## src/rtl/gcd_feeder.sv

```systemverilog
// Operand FIFO and sequencer in front of gcd_core: issues load/A/B, waits for done with a
// watchdog, bypasses pairs that contain a zero, and returns results on a valid/ready port.
module gcd_feeder #(
  parameter int unsigned W       = 8,
  parameter int unsigned DEPTH   = 4,
  parameter int unsigned TIMEOUT = 255
) (
  input  logic         clk,
  input  logic         rst,
  input  logic         in_valid,
  output logic         in_ready,
  input  logic [W-1:0] in_a,
  input  logic [W-1:0] in_b,
  output logic         out_valid,
  input  logic         out_ready,
  output logic [W-1:0] out_gcd,
  output logic         out_err,
  output logic         busy,
  output logic         core_load,
  output logic [W-1:0] core_din,
  input  logic [W-1:0] core_gcd_rslt,
  input  logic         core_done
);

  localparam int unsigned PtrW = $clog2(DEPTH);
  localparam int unsigned CntW = PtrW + 1;
  localparam int unsigned WdW  = $clog2(TIMEOUT + 1);
  localparam logic [WdW-1:0]  WdLast = WdW'(TIMEOUT - 1);
  localparam logic [CntW-1:0] Full   = CntW'(DEPTH);

  localparam logic [2:0] StIdle   = 3'd0;
  localparam logic [2:0] StLoad   = 3'd1;
  localparam logic [2:0] StOpa    = 3'd2;
  localparam logic [2:0] StOpb    = 3'd3;
  localparam logic [2:0] StWait   = 3'd4;
  localparam logic [2:0] StResult = 3'd5;

  logic [2*W-1:0]  mem_q [DEPTH];
  logic [PtrW-1:0] wr_ptr_q, rd_ptr_q;
  logic [CntW-1:0] count_q;
  logic            push, pop;
  logic [W-1:0]    rd_a, rd_b;

  logic [2:0]      state_q, state_d;
  logic [W-1:0]    a_q, a_d, b_q, b_d, gcd_q, gcd_d;
  logic            err_q, err_d;
  logic [WdW-1:0]  wd_q, wd_d;

  // in_ready depends only on the registered count, never on this cycle's pop.
  assign in_ready = (count_q != Full);
  assign push     = in_valid && in_ready;
  assign rd_a     = mem_q[rd_ptr_q][2*W-1:W];
  assign rd_b     = mem_q[rd_ptr_q][W-1:0];

  always_ff @(posedge clk) begin
    if (push) begin
      mem_q[wr_ptr_q] <= {in_a, in_b};
    end
  end

  always_ff @(posedge clk) begin
    if (rst) begin
      wr_ptr_q <= '0;
      rd_ptr_q <= '0;
      count_q  <= '0;
    end else begin
      if (push) wr_ptr_q <= wr_ptr_q + PtrW'(1);
      if (pop)  rd_ptr_q <= rd_ptr_q + PtrW'(1);
      count_q <= count_q + CntW'(push) - CntW'(pop);
    end
  end

  always_comb begin
    state_d = state_q;
    a_d     = a_q;
    b_d     = b_q;
    gcd_d   = gcd_q;
    err_d   = err_q;
    wd_d    = wd_q;
    pop     = 1'b0;
    unique case (state_q)
      StIdle: begin
        if (count_q != '0) begin
          pop = 1'b1;
          a_d = rd_a;
          b_d = rd_b;
          if (rd_a == '0 || rd_b == '0) begin
            gcd_d   = rd_a | rd_b;
            err_d   = 1'b0;
            state_d = StResult;
          end else begin
            state_d = StLoad;
          end
        end
      end
      StLoad: state_d = StOpa;
      StOpa:  state_d = StOpb;
      StOpb: begin
        wd_d    = '0;
        state_d = StWait;
      end
      StWait: begin
        if (core_done) begin
          gcd_d   = core_gcd_rslt;
          err_d   = 1'b0;
          state_d = StResult;
        end else begin
          wd_d = wd_q + WdW'(1);
          if (wd_q == WdLast) begin
            gcd_d   = '0;
            err_d   = 1'b1;
            state_d = StResult;
          end
        end
      end
      StResult: begin
        if (out_ready) begin
          err_d   = 1'b0;
          state_d = StIdle;
        end
      end
      default: state_d = StIdle;
    endcase
  end

  always_ff @(posedge clk) begin
    if (rst) begin
      state_q <= StIdle;
      a_q     <= '0;
      b_q     <= '0;
      gcd_q   <= '0;
      err_q   <= 1'b0;
      wd_q    <= '0;
    end else begin
      state_q <= state_d;
      a_q     <= a_d;
      b_q     <= b_d;
      gcd_q   <= gcd_d;
      err_q   <= err_d;
      wd_q    <= wd_d;
    end
  end

  assign out_valid = (state_q == StResult);
  assign out_gcd   = gcd_q;
  assign out_err   = err_q;
  assign busy      = (state_q != StIdle) || (count_q != '0);
  // Gated by rst so a reset landing on the LOAD cycle never pulses the core.
  assign core_load = (state_q == StLoad) && !rst;

  always_comb begin
    core_din = '0;
    if (state_q == StOpa) core_din = a_q;
    if (state_q == StOpb) core_din = b_q;
  end

endmodule
```

## config.mk

```make
export PLATFORM = sky130hd
export DESIGN_NAME = gcd_feeder
export DESIGN_NICKNAME = d
export VERILOG_FILES = /design/src/rtl/gcd_feeder.sv
export SDC_FILE = /design/constraint.sdc
export NUM_CORES = 1
export LEC_CHECK = 0
export ABC_CLOCK_PERIOD_IN_PS = 3370
export CAP_MARGIN = 40
export CORE_MARGIN = 2
export CORE_UTILIZATION = 50
export CTS_BUF_LIST = sky130_fd_sc_hd__clkbuf_8
export DETAILED_ROUTE_END_ITERATION = 8
export GPL_ROUTABILITY_DRIVEN = 0
export PLACE_DENSITY = 0.77
export SLEW_MARGIN = 25
export SYNTH_ARGS = -nofsm -noshare
export SYNTH_HDL_FRONTEND = slang
export SYNTH_SLANG_ARGS = --single-unit
```

## constraint.sdc

```tcl
create_clock -name clk -period 3.37 [get_ports clk]
set_input_delay 0.8425 -clock clk [delete_from_list [all_inputs] [get_ports clk]]
set_output_delay 0.8425 -clock clk [all_outputs]
set_load 0.02 [all_outputs]
```

==> results.yml, run 1 <==
status:
  status: "complete, no violations"
synthesis:
  yosysUniqueCellTypes: 39
  synth_area_leader_cell: "edfxtp_1"
  synth_cells: 357
  synth-simple-area-share_pct: 12.55
  synth_area_leaders: "edfxtp_1 (42%), dfxtp_1 (20%), mux4_2 (5.5%), a21oi_1 (4.5%), nand2_1 (3.3%)"
  yosys_warnings: 0
  syn_nets: 395
  synth_area_sq_mm: 0.004536
  synth_compound_area_share_pct: 7.007
  yosysSeqAreaShare_pct: 62.23
  synth_top_area_share_pct: 42.37
  synth_top_family_by_area: "simple AND/OR/NAND/NOR gates"
  yosysMostFrequentCell: "edfxtp_1"
  ys.flop_type: "edfxtp_1"
  synth_enable_flop_cells: 64
  syn_area_per_cell_sq_um: 12.70
  yosys_register_bits: 109
  synthArstFlopShare_pct: 0
  synth-xor-area-share_pct: 1.931
  ys_top_cells_by_count: "edfxtp_1 (64), dfxtp_1 (45), a21oi_1 (41)"
  synth_adder_area_share_pct: 2.648
  synthMuxAreaShare_pct: 10.59
floorplanning:
  core_area_sq_mm: 0.008763
  ios: 50
  die_w_um: 99.24
  initial_core_util_pct: 51.76
  dieArea_sq_mm: 0.009849
  die_h_um: 99.24
  rows: 34
placed_design:
  port_buffers: 49
  dp_hpwl_um: 6078
pwr:
  p_sw_share_pct: 35.56
  leakagePower_nw: 1.840
  ir_drop_mv: 0.3177
  power_mw: 3.901
  power.density_mw_per_mm2: 727.0
  p_int_mw: 2.514
  comb_power_share_pct: 33.7
  clkPwrFrac_pct: 20.1
  p_sw_mw: 1.387
  power_frac_seq_pct: 46.2
timing:
  relSlewSlack_pct: 54.86
  finalSetupTns_ns: 0
  rsz0062_at_grt: "no"
  fin_crit_sh_pct: 90.65
  finalHoldViolCount: 0
  setup_viol: 0
  period_needed_ns: 3.055
  hold_ws_ns: 0.4620
  fin_skew_ns: 0.01123
  fmax_mhz: 327.3
  tightest_slew_ns: 0.6709
  slew_violations: 0
hold_path:
  min_path_cells: 2
  hold_path.class: "flip-flop to flip-flop"
worst_setup_path:
  crit_slowest_cell: "dfxtp_1"
  worstPathMaxFanout: 11
  crit_path_cell_trace: "buf_4 -> nor4b_1 -> clkdlybuf4s50_1"
  cp.required_ns: 2.53
  slowest_delay_ns: 0.69
  cp-end-kind: "primary output"
  cp.arrival_ns: 2.21
  path_class: "flip-flop to primary output"
  start_kind: "flip-flop"
  rr_worst_depth: 8
clocking:
  cts.sinks: 109
  cts_resized: 0
  clk_latency_ns: 0.37
  hold_buffers: 0
  htreeDepth: 3
  clk_pin_slew_worst_paths_ns: 0.11
  cts_made_buffers: 9
  cts_tree: "done"
  max-clock-path-buffers: 2
  post_cts_buffers: 0
  clk_root_buffer_cell: "clkbuf_8"
route:
  via_per_inst: 5.637
  antenna_left: 0
  wire_per_inst_um: 16.87
  route.vias.total: 2954
  routed_wl_um: 8838
  drt_iter0_markers: 115
  drc: 0
  dr.pass1.iters: 4
finish:
  final.fill_count: 688
  layout.nets: 449
  drive_gt1_share_pct: 10.82
  syn2layout_area_growth_pct: 18.29
  antenna_cells: 0
global_routing:
  grt_pass1_wl_um: 14500
  grt_max_degree: 41
  grt_usage_pct: 19.13
  grt_pass1_vias: 2898
  grt-ovfl-total: 0
  grt_antenna_before_repair: 0
flow_run:
  max-cap-violations: 0
## per-layer routing
metal	up-vias	share of wire, %	global-route usage (%)
li1	1426	-	-
met1	1420	44	25.44
met2	90	49	30.77
met3	18	5.4	4.919
met4	0	2.4	6.744
met5	-	0	0
## state kept, by name, summed over array words and instances, names as in the netlist, named ones only
name / cells
mem_q: 64
a_q: 8
b_q: 8
out_gcd: 8
wd_q: 8
count_q: 3
state_q: 3
rd_ptr_q: 2
wr_ptr_q: 2
out_err: 1
## layout make-up
cell class | instances | area, sq um | area share, %
clock inverter | 7 | 80.08 | 1.493
tap | 108 | 135.1 | 2.519
clock buffer | 9 | 123.9 | 2.309
sequential | 109 | 2823 | 52.61
timing repair buffer | 61 | 590.6 | 11.01
inverter | 10 | 37.54 | 0.6996
multi-input combinational | 220 | 1575 | 29.36
## worst paths after layout
kind                      startpoint                 endpoint  slack (ns)
min reg2reg      a_q[3]$_SDFFE_PP0P_      a_q[3]$_SDFFE_PP0P_        0.46
min              a_q[3]$_SDFFE_PP0P_      a_q[3]$_SDFFE_PP0P_        0.46
max          state_q[0]$_SDFFE_PP0P_                core_load        0.32
max reg2reg                flip-flop  out_gcd[4]$_SDFFE_PP0P_        0.40
## power by group through the flow
stage / combinational, mW / sequential (mW) / clock, mW
floorplan: 0.952 / 1.78 / 0
detailed placement: 1.31 / 1.83 / 0
global placement: 1.28 / 1.82 / 0
CTS: 1.32 / 1.80 / 0.804
finish: 1.31 / 1.80 / 0.786
global route: 1.46 / 1.83 / 0.870
## stage by stage
stage               setup slack, ns  instance area (sq um)  std cells  utilization (%)
global placement             0.3592                   5149        506            58.75
global route                 0.1375                   5365        524            61.22
finish                       0.3152                   5365        524            61.22
CTS                          0.2854                   5353        522            61.08
detailed placement           0.3512                   5149        506            58.75
floorplan                    0.5753                   4536        357                -
## layout by cell type, fill, tap and decap left out, types with 4 or more instances in the layout
master            n
nor2_1           24
inv_1             9
or4_1             9
mux4_1            5
dfxtp_1          45
xnor2_1           4
clkbuf_8          9
nand2_1          40
edfxtp_1         64
a21oi_1          41
buf_4             9
nor3_1           13
xor2_1            6
and3_1            5
mux2i_1           9
ha_1              8
mux4_2           11
nand3_1           5
o21ai_0          14
clkdlybuf4s50_1  49
## logic make-up (layout without fill, tap and decap cells)
logic type / count (synthesis) / in the layout
XOR/XNOR: 10 / 10
multiplexers: 26 / 26
AO/OA/AOI/OAI: 60 / 60
flip-flops: 109 / 109
buffers and inverters: 28 / 87
adder cells (fa/ha/maj): 9 / 9
AND/OR/NAND/NOR: 115 / 115
## worst max-delay path: cells and delay by family (launching register included)
family,cells,cell delay [ns]
simple gates,1,0.23
flops,1,0.69
buf+inv,2,0.93
No activity file was read; power rests on OpenSTA's default activity.
==> run 2, diff against run 1 <==
--- a/config.mk
+++ b/config.mk
@@ -6,7 +6,7 @@
 export NUM_CORES = 1
 export LEC_CHECK = 0
 export ABC_CLOCK_PERIOD_IN_PS = 3370
-export CAP_MARGIN = 40
+export CAP_MARGIN = 10
 export CORE_MARGIN = 2
 export CORE_UTILIZATION = 50
 export CTS_BUF_LIST = sky130_fd_sc_hd__clkbuf_8
==> run 2 against run 1 <==
Compared with the run above:
- die area is the same
- via count fell by 0.91%
- cell area fell by 0.23%
- critical path depth stayed put
- flip-flop and latch count stayed put
- clock skew down 0.0017 ns
- register-to-register slack better by 0.07 ns
- power about the same
- non-clock buffer count down 2
- final cell count down 0.38%
==> results.yml, run 2 (synthesis gave the netlist of run 1 again) <==
global_routing:
  grt-ovfl-total: 0
  grt_antenna_before_repair: 0
  grt_pass1_vias: 2898
  grt_usage_pct: 19.13
  grt_max_degree: 41
  grt_pass1_wl_um: 14500
clocking:
  htreeDepth: 3
  hold_buffers: 0
  clk_pin_slew_worst_paths_ns: 0.11
  cts_tree: "done"
  post_cts_buffers: 0
  cts_resized: 0
  clk_latency_ns: 0.38
  cts.sinks: 109
  clk_root_buffer_cell: "clkbuf_8"
  cts_made_buffers: 9
  max-clock-path-buffers: 2
route:
  routed_wl_um: 8804
  drt_iter0_markers: 100
  antenna_left: 0
  route.vias.total: 2927
  via_per_inst: 5.607
  wire_per_inst_um: 16.87
  dr.pass1.iters: 5
  drc: 0
timing:
  fmax_mhz: 326.0
  tightest_slew_ns: 0.8927
  hold_ws_ns: 0.4611
  fin_crit_sh_pct: 91.03
  setup_viol: 0
  relSlewSlack_pct: 40.13
  period_needed_ns: 3.068
  rsz0062_at_grt: "no"
  worst_slack_ns: 0.3024
  fin_skew_ns: 0.009501
  finalHoldViolCount: 0
  slew_violations: 0
  finalSetupTns_ns: 0
pwr:
  p_int_mw: 2.507
  p_sw_mw: 1.390
  clkPwrFrac_pct: 20.3
  leakagePower_nw: 1.831
  comb_power_share_pct: 33.5
  p_sw_share_pct: 35.67
  ir_drop_mv: 0.3195
  power_frac_seq_pct: 46.2
  power_mw: 3.898
  power.density_mw_per_mm2: 728.2
floorplanning:
  rows: 34
  initial_core_util_pct: 51.76
  ios: 50
  core_area_sq_mm: 0.008763
  die_w_um: 99.24
  die_h_um: 99.24
  dieArea_sq_mm: 0.009849
worst_setup_path:
  cp.arrival_ns: 2.23
  path_class: "flip-flop to primary output"
  cp.required_ns: 2.53
  start_kind: "flip-flop"
  worstPathMaxFanout: 11
  cp-end-kind: "primary output"
placed_design:
  pre_cts_ws_ns: 0.3512
  port_buffers: 49
  dpl_cell_area_sq_mm: 0.005149
  dp_hpwl_um: 6078
finish:
  antenna_cells: 0
  finalInstanceArea_sq_mm: 0.005353
  drive_gt1_share_pct: 10.39
  largest_reg_flops: 64
  layout.nets: 447
  syn2layout_area_growth_pct: 18.01
  regMostFlops: "mem_q"
  final_cell_mix: "edfxtp_1 (64), clkdlybuf4s50_1 (49), dfxtp_1 (45)"
  final_common_cell: "edfxtp_1"
hold_path:
  hold_path.class: "flip-flop to flip-flop"
flow_run:
  max-cap-violations: 0
status:
  status: "complete, no violations"
## run 2: cell types whose count changed in the layout (fill, tap and decap cells not counted)
cell      previous run  this run
clkbuf_2             1         0
clkbuf_4             1         0
## run 2: power groups by stage
stage	logic [mW]	registers, mW	clock network (mW)
after CTS	1.32	1.80	0.804
after floorplan	0.952	1.78	0
after global routing	1.45	1.83	0.870
after global placement	1.28	1.82	0
after detailed placement	1.31	1.83	0
final	1.31	1.80	0.792
## run 2: final cells by class
| type | instances | area [sq um] |
|---|---|---|
| Clock inverter | 7 | 80.08 |
| Inverter | 10 | 37.54 |
| Timing Repair Buffer | 59 | 578.1 |
| Multi-Input combinational cell | 220 | 1575 |
| Clock buffer | 9 | 123.9 |
| Sequential cell | 109 | 2823 |
| Tap cell | 108 | 135.1 |
| Fill cell | 688 | 3411 |
## run 2: final timing paths
kind                              to  slack [ns]  depth (start not counted)                     from
max                        core_load        0.30                          3  state_q[0]$_SDFFE_PP0P_
min              a_q[3]$_SDFFE_PP0P_        0.46                          2      a_q[3]$_SDFFE_PP0P_
max reg2reg  out_gcd[4]$_SDFFE_PP0P_        0.47                          7                flip-flop
min reg2reg      a_q[3]$_SDFFE_PP0P_        0.46                          2      a_q[3]$_SDFFE_PP0P_
## run 2: metrics by stage
step,std cells,util [%]
finish,522,61.08
global route,522,61.08
CTS,522,61.08
detailed placement,506,58.75
global placement,506,58.75
floorplan,357,-
## run 2: routing by layer
| layer | wire length [um] | vias to the layer above | track usage (%) |
|---|---|---|---|
| met5 | 0 | - | 0 |
| met4 | 211 | 0 | 6.744 |
| met3 | 422 | 20 | 4.919 |
| met2 | 4281 | 77 | 30.77 |
| met1 | 3889 | 1408 | 25.44 |
| li1 | - | 1422 | - |
## run 2: critical path: stages, from the launching register on
cell and delay (ns):
dfxtp_1 0.69, buf_4 0.28, nor4b_1 0.23, clkdlybuf4s50_1 0.65
==> run 3, diff against run 2 <==
--- a/config.mk
+++ b/config.mk
@@ -8,11 +8,12 @@
 export ABC_CLOCK_PERIOD_IN_PS = 3370
 export CAP_MARGIN = 10
 export CORE_MARGIN = 2
-export CORE_UTILIZATION = 50
+export CORE_UTILIZATION = 58
 export CTS_BUF_LIST = sky130_fd_sc_hd__clkbuf_8
 export DETAILED_ROUTE_END_ITERATION = 8
 export GPL_ROUTABILITY_DRIVEN = 0
-export PLACE_DENSITY = 0.77
+export PLACE_DENSITY = 0.87
+export SETUP_SLACK_MARGIN = 0.1
 export SLEW_MARGIN = 25
 export SYNTH_ARGS = -nofsm -noshare
 export SYNTH_HDL_FRONTEND = slang
==> run 3 against run 2 <==
Compared with the run above:
- non-clock buffer count is 2 higher
- via count is 1.0% higher
- final cell count is 0.77% lower
- highest routed layer unchanged
==> results.yml, run 3 (synthesis gave the netlist of run 1 again) <==
finish:
  largest_reg_flops: 64
  layout.nets: 449
  utilization_pct: 69.75
  drive_gt1_share_pct: 10.58
  finalNonFillerCells: 518
  antenna_cells: 0
  final_common_cell: "edfxtp_1"
  finalInstanceArea_sq_mm: 0.005334
  syn2layout_area_growth_pct: 17.60
  regMostFlops: "mem_q"
  final.fill_count: 540
  final_cell_mix: "edfxtp_1 (64), clkdlybuf4s50_1 (49), dfxtp_1 (45)"
route:
  drt-met1-wl_um: 3712
  drc: 0
  antenna_left: 0
  wire_per_inst_um: 17.29
  met3_length_um: 522
  route.vias.total: 2957
  drt_iter0_markers: 187
  top_layer: "met4"
  via_per_inst: 5.708
  wl_met2_um: 4559
  routed_wl_um: 8957
  dr.pass1.iters: 4
clocking:
  cts_made_buffers: 9
  clk_root_buffer_cell: "clkbuf_8"
  cts_tree: "done"
  clk_pin_slew_worst_paths_ns: 0.10
  cts.sinks: 109
  post_cts_buffers: 0
  cts_resized: 0
  hold_buffers: 0
  clk_latency_ns: 0.38
  htreeDepth: 3
  max-clock-path-buffers: 2
pwr:
  power.density_mw_per_mm2: 723.2
  leakagePower_nw: 1.829
  ir_drop_mv: 0.3752
  power_mw: 3.858
worst_setup_path:
  cp.arrival_ns: 2.25
  path_class: "flip-flop to primary output"
  crit_slowest_cell: "dfxtp_1"
  slowest_delay_ns: 0.69
  start_kind: "flip-flop"
  cp.required_ns: 2.53
  crit_path_cell_trace: "buf_4 -> nor4b_1 -> clkdlybuf4s50_1"
  cp-end-kind: "primary output"
  worstPathMaxFanout: 11
placed_design:
  dp.cells: 502
  port_buffers: 49
  dpl_cell_area_sq_mm: 0.005144
  dp_hpwl_um: 6261
global_routing:
  grt-ovfl-total: 0
  grt_max_degree: 41
  grt_pass1_vias: 3019
  grt_pass1_wl_um: 14890
  grt_usage_pct: 22.98
  grt_antenna_before_repair: 0
timing:
  setup_viol: 0
  period_needed_ns: 3.097
  fin_skew_ns: 0.01020
  slew_violations: 0
  finalHoldViolCount: 0
  fmax_mhz: 322.9
  tightest_slew_ns: 0.8405
  finalSetupTns_ns: 0
  fin_crit_sh_pct: 91.90
  relSlewSlack_pct: 43.63
  rsz0062_at_grt: "no"
floorplanning:
  dieArea_sq_mm: 0.008543
  core_area_sq_mm: 0.007647
  ios: 50
  die_h_um: 92.43
  die_w_um: 92.43
  initial_core_util_pct: 59.31
  rows: 32
flow_run:
  max-cap-violations: 0
hold_path:
  hold_path.class: "flip-flop to flip-flop"
status:
  status: "complete, no violations"
-- run 3: cell count changes in the layout (fill, tap and decap cells not counted) --
cell | before | now
inv_12 | 1 | 0
clkinv_2 | 1 | 0
buf_4 | 9 | 12
clkinv_1 | 0 | 1
buf_12 | 1 | 0
inv_6 | 1 | 2
inv_8 | 3 | 1
clkinv_4 | 0 | 2
-- run 3: worst paths after layout --
| check | start | endpoint | slack [ns] | cells after the start |
|---|---|---|---|---|
| setup / recovery | state_q[0]$_SDFFE_PP0P_ | core_load | 0.27 | 3 |
| hold reg to reg | b_q[5]$_SDFFE_PP0P_ | b_q[5]$_SDFFE_PP0P_ | 0.46 | 2 |
| setup reg to reg | flip-flop | out_gcd[1]$_SDFFE_PP0P_ | 0.34 | 7 |
| hold / removal | b_q[5]$_SDFFE_PP0P_ | b_q[5]$_SDFFE_PP0P_ | 0.46 | 2 |
-- run 3: metrics by stage --
stage	hold WS, ns	worst slack, ns
detailed placement	0.4477	0.3415
global route	0.4783	0.1634
global placement	0.4418	0.3608
floorplan	0.4357	0.5753
CTS	0.4609	0.2767
finish	0.4626	0.2730
-- run 3: final cells by class --
type / count / area, sq um / area share (%)
inverter: 10 / 37.54 / 0.7037
clock inverter: 7 / 66.31 / 1.243
tap: 102 / 127.6 / 2.393
sequential: 109 / 2823 / 52.92
multi-input combinational: 220 / 1575 / 29.53
clock buffer: 9 / 123.9 / 2.322
timing repair buffer: 61 / 580.6 / 10.88
-- run 3: worst max-delay path, delay by kind of cell (launching register included) --
family | cells | cell delay [ns]
DFF | 1 | 0.69
buffers and inverters | 2 | 0.94
and+or+nand+nor | 1 | 0.25
-- run 3: layer usage --
metal	global-route usage (%)	vias up
met3	5.858	21
met1	29.70	1424
met4	9.080	0
li1	-	1424
met2	37.47	88
met5	0	-
-- run 3: where the power goes --
| part | leakage [nW] | switching [mW] | internal (mW) |
|---|---|---|---|
| Sequential | 0.953 | 0.162 | 1.64 |
| Clock | 0.0965 | 0.470 | 0.285 |
| Combinational | 0.779 | 0.733 | 0.563 |
